## src/rtl/fetch_pkg.sv

```systemverilog
// Shared types and constants for the instruction-fetch front end.
package fetch_pkg;

  localparam int XLEN = 64;
  localparam int ILEN = 32;

  // addi x0,x0,0 -- the canonical bubble
  localparam logic [ILEN-1:0] NOP_INSTR = 32'h0000_0013;

  typedef enum logic [1:0] {
    S_REQ,
    S_WAIT,
    S_HOLD,
    S_DROP
  } fetch_state_t;

endpackage

```

## src/rtl/fetch_if_id_reg.sv

```systemverilog
// IF/ID pipeline register: flush beats stall, stall beats load, otherwise a bubble.
module if_id_reg
  import fetch_pkg::*;
#(
  parameter logic [ILEN-1:0] BUBBLE = fetch_pkg::NOP_INSTR
) (
  input  logic            clk,
  input  logic            rst,
  input  logic            stall,
  input  logic            flush,
  input  logic            load,
  input  logic [ILEN-1:0] word,
  input  logic [XLEN-1:0] pc,
  input  logic [XLEN-1:0] pc_plus4,
  output logic [ILEN-1:0] instr_q,
  output logic [XLEN-1:0] pc_q,
  output logic [XLEN-1:0] pc_plus4_q,
  output logic            valid_q
);

  always_ff @(posedge clk) begin
    if (rst) begin
      instr_q    <= BUBBLE;
      pc_q       <= '0;
      pc_plus4_q <= '0;
      valid_q    <= 1'b0;
    end else if (flush) begin
      instr_q <= BUBBLE;
      valid_q <= 1'b0;
    end else if (!stall) begin
      if (load) begin
        instr_q    <= word;
        pc_q       <= pc;
        pc_plus4_q <= pc_plus4;
        valid_q    <= 1'b1;
      end else begin
        // Bubble keeps the last PC pair so debug views stay meaningful.
        instr_q <= BUBBLE;
        valid_q <= 1'b0;
      end
    end
  end

endmodule

```

## src/rtl/fetch_unit.sv

```systemverilog
// Fetch front end: PC register, single-outstanding imem handshake, IF/ID register.
// Define FETCH_PERF_EN to add saturating fetched/squashed/stall-cycle counters.
module fetch_unit
  import fetch_pkg::*;
#(
  parameter logic [XLEN-1:0] RESET_PC  = 64'h0,
  parameter logic [ILEN-1:0] NOP_INSTR = fetch_pkg::NOP_INSTR
) (
  input  logic            clk,
  input  logic            rst,
  input  logic            StallF,
  input  logic            StallD,
  input  logic            FlushD,
  input  logic            PCSrc_E,
  input  logic [XLEN-1:0] PCTarget_E,
  output logic            imem_req,
  output logic [XLEN-1:0] imem_addr,
  input  logic            imem_gnt,
  input  logic            imem_rvalid,
  input  logic [ILEN-1:0] imem_rdata,
  output logic [ILEN-1:0] Instr_D,
  output logic [XLEN-1:0] PC_D,
  output logic [XLEN-1:0] PCPlus4_D,
  output logic            Valid_D,
  output logic            FetchBusy
`ifdef FETCH_PERF_EN
  ,
  output logic [63:0]     perf_fetched,
  output logic [63:0]     perf_squashed,
  output logic [63:0]     perf_stall_cyc
`endif
);

  fetch_state_t    state, state_next;
  logic [XLEN-1:0] pc_f, pc_next, req_pc, req_pc_plus4;
  logic [ILEN-1:0] hold_word, deliver_word;
  logic            handshake, deliver, latch_hold;

  assign imem_req     = (state == S_REQ) & ~StallF & ~rst;
  assign imem_addr    = pc_f;
  assign handshake    = imem_req & imem_gnt;
  assign req_pc_plus4 = req_pc + 64'd4;
  assign FetchBusy    = (state == S_REQ) | (state == S_DROP) |
                        ((state == S_WAIT) & ~imem_rvalid);

  always_comb begin
    // NOTE: every output of this block gets a default first, so no path can infer a latch.
    state_next   = state;
    pc_next      = pc_f;
    deliver      = 1'b0;
    deliver_word = imem_rdata;
    latch_hold   = 1'b0;
    if (PCSrc_E) begin
      // Redirect wins: the in-flight response, if any, is thrown away.
      pc_next = PCTarget_E;
      case (state)
        S_REQ:   state_next = handshake ? S_DROP : S_REQ;
        S_WAIT:  state_next = imem_rvalid ? S_REQ : S_DROP;
        S_HOLD:  state_next = S_REQ;
        S_DROP:  state_next = imem_rvalid ? S_REQ : S_DROP;
        default: state_next = S_REQ;
      endcase
    end else begin
      case (state)
        S_REQ: if (handshake) state_next = S_WAIT;
        S_WAIT: begin
          if (imem_rvalid && !StallD) begin
            deliver    = 1'b1;
            pc_next    = req_pc_plus4;
            state_next = S_REQ;
          end else if (imem_rvalid) begin
            latch_hold = 1'b1;
            state_next = S_HOLD;
          end
        end
        S_HOLD: begin
          deliver_word = hold_word;
          if (!StallD) begin
            deliver    = 1'b1;
            pc_next    = req_pc_plus4;
            state_next = S_REQ;
          end
        end
        S_DROP:  if (imem_rvalid) state_next = S_REQ;
        default: state_next = S_REQ;
      endcase
    end
  end

  always_ff @(posedge clk) begin
    // NOTE: sequential state uses non-blocking assignments so every register samples pre-edge values.
    if (rst) begin
      state     <= S_REQ;
      pc_f      <= RESET_PC;
      req_pc    <= '0;
      hold_word <= NOP_INSTR;
    end else begin
      state <= state_next;
      pc_f  <= pc_next;
      if (handshake)  req_pc    <= pc_f;
      if (latch_hold) hold_word <= imem_rdata;
    end
  end

  if_id_reg #(.BUBBLE(NOP_INSTR)) u_if_id (
    .clk        (clk),
    .rst        (rst),
    .stall      (StallD),
    .flush      (FlushD | PCSrc_E),
    .load       (deliver),
    .word       (deliver_word),
    .pc         (req_pc),
    .pc_plus4   (req_pc_plus4),
    .instr_q    (Instr_D),
    .pc_q       (PC_D),
    .pc_plus4_q (PCPlus4_D),
    .valid_q    (Valid_D)
  );

`ifdef FETCH_PERF_EN
  logic squash;

  // A response arriving while dropping, or any response/held word hit by a redirect.
  assign squash = (imem_rvalid & (state == S_DROP)) |
                  (PCSrc_E & imem_rvalid & (state == S_WAIT)) |
                  (PCSrc_E & (state == S_HOLD));

  always_ff @(posedge clk) begin
    if (rst) begin
      perf_fetched   <= '0;
      perf_squashed  <= '0;
      perf_stall_cyc <= '0;
    end else begin
      if (deliver   && perf_fetched   != '1) perf_fetched   <= perf_fetched + 64'd1;
      if (squash    && perf_squashed  != '1) perf_squashed  <= perf_squashed + 64'd1;
      if (FetchBusy && perf_stall_cyc != '1) perf_stall_cyc <= perf_stall_cyc + 64'd1;
    end
  end
`endif

endmodule

```

## config.mk

```make
export PLATFORM = sky130hd
export DESIGN_NAME = fetch_unit
export DESIGN_NICKNAME = d
export VERILOG_FILES = /design/src/rtl/fetch_pkg.sv /design/src/rtl/fetch_if_id_reg.sv /design/src/rtl/fetch_unit.sv
export SDC_FILE = /design/constraint.sdc
export NUM_CORES = 1
export LEC_CHECK = 0
export ABC_AREA = 0
export BUFFER_PORTS_ARGS = -buffer_cell sky130_fd_sc_hd__buf_2
export CORE_UTILIZATION = 60
export CTS_BUF_LIST = sky130_fd_sc_hd__clkbuf_4 sky130_fd_sc_hd__clkbuf_8
export DETAILED_ROUTE_END_ITERATION = 7
export PLACE_DENSITY = 0.95
export SLEW_MARGIN = 10
export SYNTH_ARGS = -nofsm -noshare
export SYNTH_HDL_FRONTEND = slang
export SYNTH_SLANG_ARGS = --single-unit
```

## constraint.sdc

```tcl
create_clock -name clk -period 5.8 [get_ports clk]
set_input_delay 0.58 -clock clk [delete_from_list [all_inputs] [get_ports clk]]
set_output_delay 0.58 -clock clk [all_outputs]
set_load 0.03 [all_outputs]
```

---- After elaboration in Yosys (flattened, before gate mapping) ----
Index checks and enable logic that the tools add are counted.
operators by class
  muxes and demuxes ....................... 26
  bitwise operators ....................... 12
  reduce and logical (&&, ||, !) cells .... 9
  $mul .................................... 0
  shift-type cells ........................ 0
  eq/ne operators ......................... 8
  order comparisons ....................... 0
  divide/modulo/power cells ............... 0
  add/sub/neg operators ................... 1
operator list
  kind                                                                     number
  64-bit 2-to-1 mux                                                        3
  64-bit case mux with 2 select lines                                      1
  32-bit 2-to-1 mux                                                        3
  64-bit by 3-bit adder with 64-bit output, second input constant          1
  2-bit 2-to-1 mux                                                         8
  3-bit inequality test, second input constant                             3
  1-bit 2-to-1 mux                                                         8
  2-bit case mux with 4 select lines                                       1
  2-bit case mux with 3 select lines                                       1
  3-bit AND reduction                                                      2
  1-bit NOT                                                                5
  1-bit bitwise AND                                                        4
  2-bit equality test, second input constant                               2
  4-bit by 3-bit inequality test with 1-bit output, second input constant  1
  4-bit AND reduction                                                      1
  2-bit OR reduction                                                       2
  3-bit by 2-bit inequality test with 1-bit output, second input constant  1
  1-bit OR                                                                 3
  3-bit nonzero test                                                       1
  2-bit by 1-bit equality test with 1-bit output, second input constant    1
  2-bit logical NOT                                                        1
  1-bit case mux with 2 select lines                                       1
  1-bit logical AND                                                        1
  1-bit logical NOT                                                        1
storage, ports and cells
  logic and storage cells ................. 64
  register bits ........................... 323
  memories ................................ 0
  output and inout port bits .............. 227
  memory bits (read-only) ................. 0
  bits in latches ......................... 0
  bits of input ports ..................... 104
  bits in writable memories ............... 0

---- Depth between registers and ports, before layout ----
  depth after elaboration ................. 7
  depth in mapped cells ................... 9
  mapped depth without buffers ............ 7

---- Modules after synthesis ----
Synthesis repeated with hierarchy kept, for this count alone.
second synthesis, totals
  cells, all modules ...................... 1678
  area, all modules ....................... 15041.9 um^2
by module, submodules not included
  module      sequential area each (um^2)  cells an instance  instances  area each (um^2)
  fetch_unit  3243.1                       977                1          7948.9
  if_id_reg   3223.1                       701                1          7093.1

---- Worst setup path before layout ----
No wires, ideal clock.
  path type ............................... register -> register
  from .................................... register req_pc[2]
  to ...................................... register u_if_id.pc_plus4_q[62]
  period minus slack after synthesis ...... 2611 ps
  arrival time ............................ 2520 ps
  path buffers ............................ 1
  stages on the path, launching flop included .. 8
  required time ........................... 5709 ps
  path slack .............................. 3189 ps
  library setup time ...................... 91 ps
  cell sequence ........................... dfxtp_1 > ha_1 > nand3_1 > or4_1 > clkbuf_1 > nor4_1 > or3b_1 > a311oi_1
between the ends
  cells in the longest elaborated chain, start to end .. 1
ends and longest elaborated chain
  element                                   line                   RTL
  from (decl)                               fetch_unit.sv:35       logic [XLEN-1:0] pc_f, pc_next, req_pc, req_pc_plus4;
  from (signal assigned)                    fetch_unit.sv:100      if (handshake) req_pc <= pc_f;
  64-bit by 3-bit adder with 64-bit output  fetch_unit.sv:42       assign req_pc_plus4 = req_pc + 64'd4;
  to (signal assigned)                      fetch_if_id_reg.sv:34  pc_plus4_q <= pc_plus4;
  to (decl)                                 fetch_if_id_reg.sv:17  output logic [XLEN-1:0] pc_plus4_q,
No other way between the ends.
A chain may end at the register's enable or synchronous reset.

---- Final worst setup path ----
  from .................................... register req_pc[2]
  to ...................................... register u_if_id.pc_plus4_q[58]
Same word-level chain as after synthesis.

==> impl_metrics.toml <==
[critical_path]
endpoint_kind = "flip-flop"
cp_max_fo = 12
required_ns = 6.28
start_kind = "flip-flop"
crit_type = "flip-flop to flip-flop"
worst_ep_arrival_time_ns = 3.63

[floorplanning]
dieArea_um2 = 24140
start_util_pct = 61.77
ios = 331
die_w_um = 155.4
rows = 55
die_h_um = 155.4
core_area_um2 = 22850

[logic_synthesis]
synth_compound_area_share_pct = 17.72
synth_commonest_cells = "nand2_1, dfxtp_1, a21oi_1"
synth_fp_nets = 1960
synth_edf_count = 0
yosys.area_share.simple_pct = 28.46
synthXorXnorAreaFrac_pct = 2.482
synthAdderAreaFrac_pct = 0.5319
yosysTopAreaCellShare_pct = 45.53
yosys_warnings = 0
synth.area.top_cells = "dfxtp_1, nand2_1, a21oi_1"
yosysMostFrequentCell = "nand2_1"
synth_area_leader_cell = "dfxtp_1"
ys_seq_elements = 321
ys_dominant_reg_cell = "dfxtp_1"
synth_top_family_by_area = "simple AND/OR/NAND/NOR gates"
synth_area_um2 = 14110
synth.avg_cell_area_um2 = 7.629
muxShareOfSynthArea_pct = 0.3635
syn_inst = 1850
synth_cell_types = 60
synthArstFlopShare_pct = 0
yosysSeqAreaShare_pct = 45.53

[job]
max-cap-violations = 0

[route]
avgViaCountPerCell = 6.255
drc = 0
antenna_left = 0
wirelength_mm = 46.16
drt_iter0_markers = 1975
drtPass1Iterations = 8
wl_per_cell_um = 19.01
num_vias = 15190

[clock_network]
clk-insertion-delay-late_ns = 0.59
cts_buffer_depth = 3
cts_made_buffers = 49
cts_hold_buf = 0
cts_max_level = 2
cts_resized = 0
cts_root_buffer = "clkbuf_8"
cts_tree = "yes"
clock_sinks = 321
cts_setup_buffers = 0
clkTransAtPathRegs_ns = 0.07

[cells_and_area]
postLayoutCoreUtil_pct = 73.36
instances_no_fill = 2428
drive_gt1_share_pct = 21.21
num-nets-final = 2189
syn_to_final_growth_pct = 18.76

[sta]
final.setup.tns_ns = 0
timing.final.crit_share_pct = 54.35
drv_slew = 0
finClkSkew_ns = 0.03905
slew-limit-headroom_pct = 17.39
hold_viol_final = 0
max_freq_ghz = 0.3172
finalCriticalPeriod_ns = 3.152
worst_pin_slew_ns = 1.239
rsz0062_at_grt = "false"
setup_violations = 0

[placed_design]
io_buffer_count = 330
dp_hpwl_mm = 29.94
dpl.cell_count = 2340
gp_congestion = 0.9195

[power_and_ir_drop]
power_leakage_nw = 6.415
powerDensity_nw_per_um2 = 284.5
vdd_drop_max_mv = 0.1746

[grt]
grtUsageTotal_pct = 37.02
antenna_found_initial = 3
grt.overflow.total = 0
grt_pass1_vias = 14050
grt_pass1_wl_mm = 71.86
grt_max_degree = 131

[min_path]
hold_path_class = "input port to flip-flop"

[status]
outcome = "finished, final reports clean"
==> sequential cells by signal, indices dropped and copies added (netlist names) <==
name	cells
u_if_id.valid_q	1
u_if_id.pc_plus4_q	64
u_if_id.pc_q	62
req_pc	64
imem_addr	64
hold_word	32
u_if_id.instr_q	32
state	2
==> worst paths after layout <==
kind / slack, ns / start / end / depth (start not counted)
worst max-delay path: 2.65 / req_pc[2] / u_if_id.pc_plus4_q[58] / 6
worst min-delay path: 0.19 / PCTarget_E[13] / imem_addr[13] / 2
worst max register to register: 2.65 / req_pc[2] / u_if_id.pc_plus4_q[58] / 6
worst min register to register: 0.45 / imem_addr[11] / req_pc[11] / 2
==> layout by cell type (no fill, tap or decap), types with 36 or more instances in the layout <==
master    instances
clkbuf_8         63
nor3_1           37
nand2_1         469
nand3_1          36
buf_2           328
nor2_1          127
a21oi_1         268
a211oi_1         40
dfxtp_1         321
nor4_1           38
==> critical path, cell delays in order (launching register included) <==
cell and delay, ns:
dfxtp_1 0.44, ha_1 0.22, nand3_1 0.28, or4_1 0.85, or4_1 0.69, or3_1 0.34
a311oi_1 0.25
==> cell families after synthesis <==
logic type	Yosys count
AO/OA/AOI/OAI	427
XOR/XNOR	40
adder cells (fa/ha/maj)	6
buffers and inverters	178
flip-flops	321
multiplexers	5
AND/OR/NAND/NOR	873
==> per-stage QoR <==
stage	total power, W	hold slack (ns)	cell area (um^2)	setup slack, ns
CTS	0.004748	0.1855	16730	2.673
global route	0.004899	0.1973	16760	2.470
global placement	0.002801	0.4415	15700	2.572
detailed placement	0.002816	0.4454	15700	2.527
floorplan	0.002649	0.4366	14110	3.189
finish	0.004768	0.1896	16760	2.648
==> power breakdown <==
group	leakage, nW	switching (W)	internal (W)
Sequential	2.60	0.0000521	0.00226
Combinational	3.27	0.000336	0.000143
Clock	0.549	0.000880	0.00110
==> area by class of cell <==
class | count | area (um^2)
Sequential cell | 321 | 6426
Antenna cell | 3 | 7.507
Clock inverter | 6 | 57.56
Inverter | 9 | 33.78
Clock buffer | 78 | 973.4
Tap cell | 313 | 391.6
Fill cell | 1690 | 6086
Timing Repair Buffer | 347 | 1807
Multi-Input combinational cell | 1351 | 7064
==> metal layers <==
layer / part of all wire [%] / track usage, % / vias up
met4: 5.1 / 20.77 / 0
met3: 11 / 7.967 / 207
met2: 46 / 58.96 / 1098
met1: 38 / 46.65 / 6988
li1: - / - / 6893
met5: 0 / 0 / -
Power figures use the tool's default switching activity.
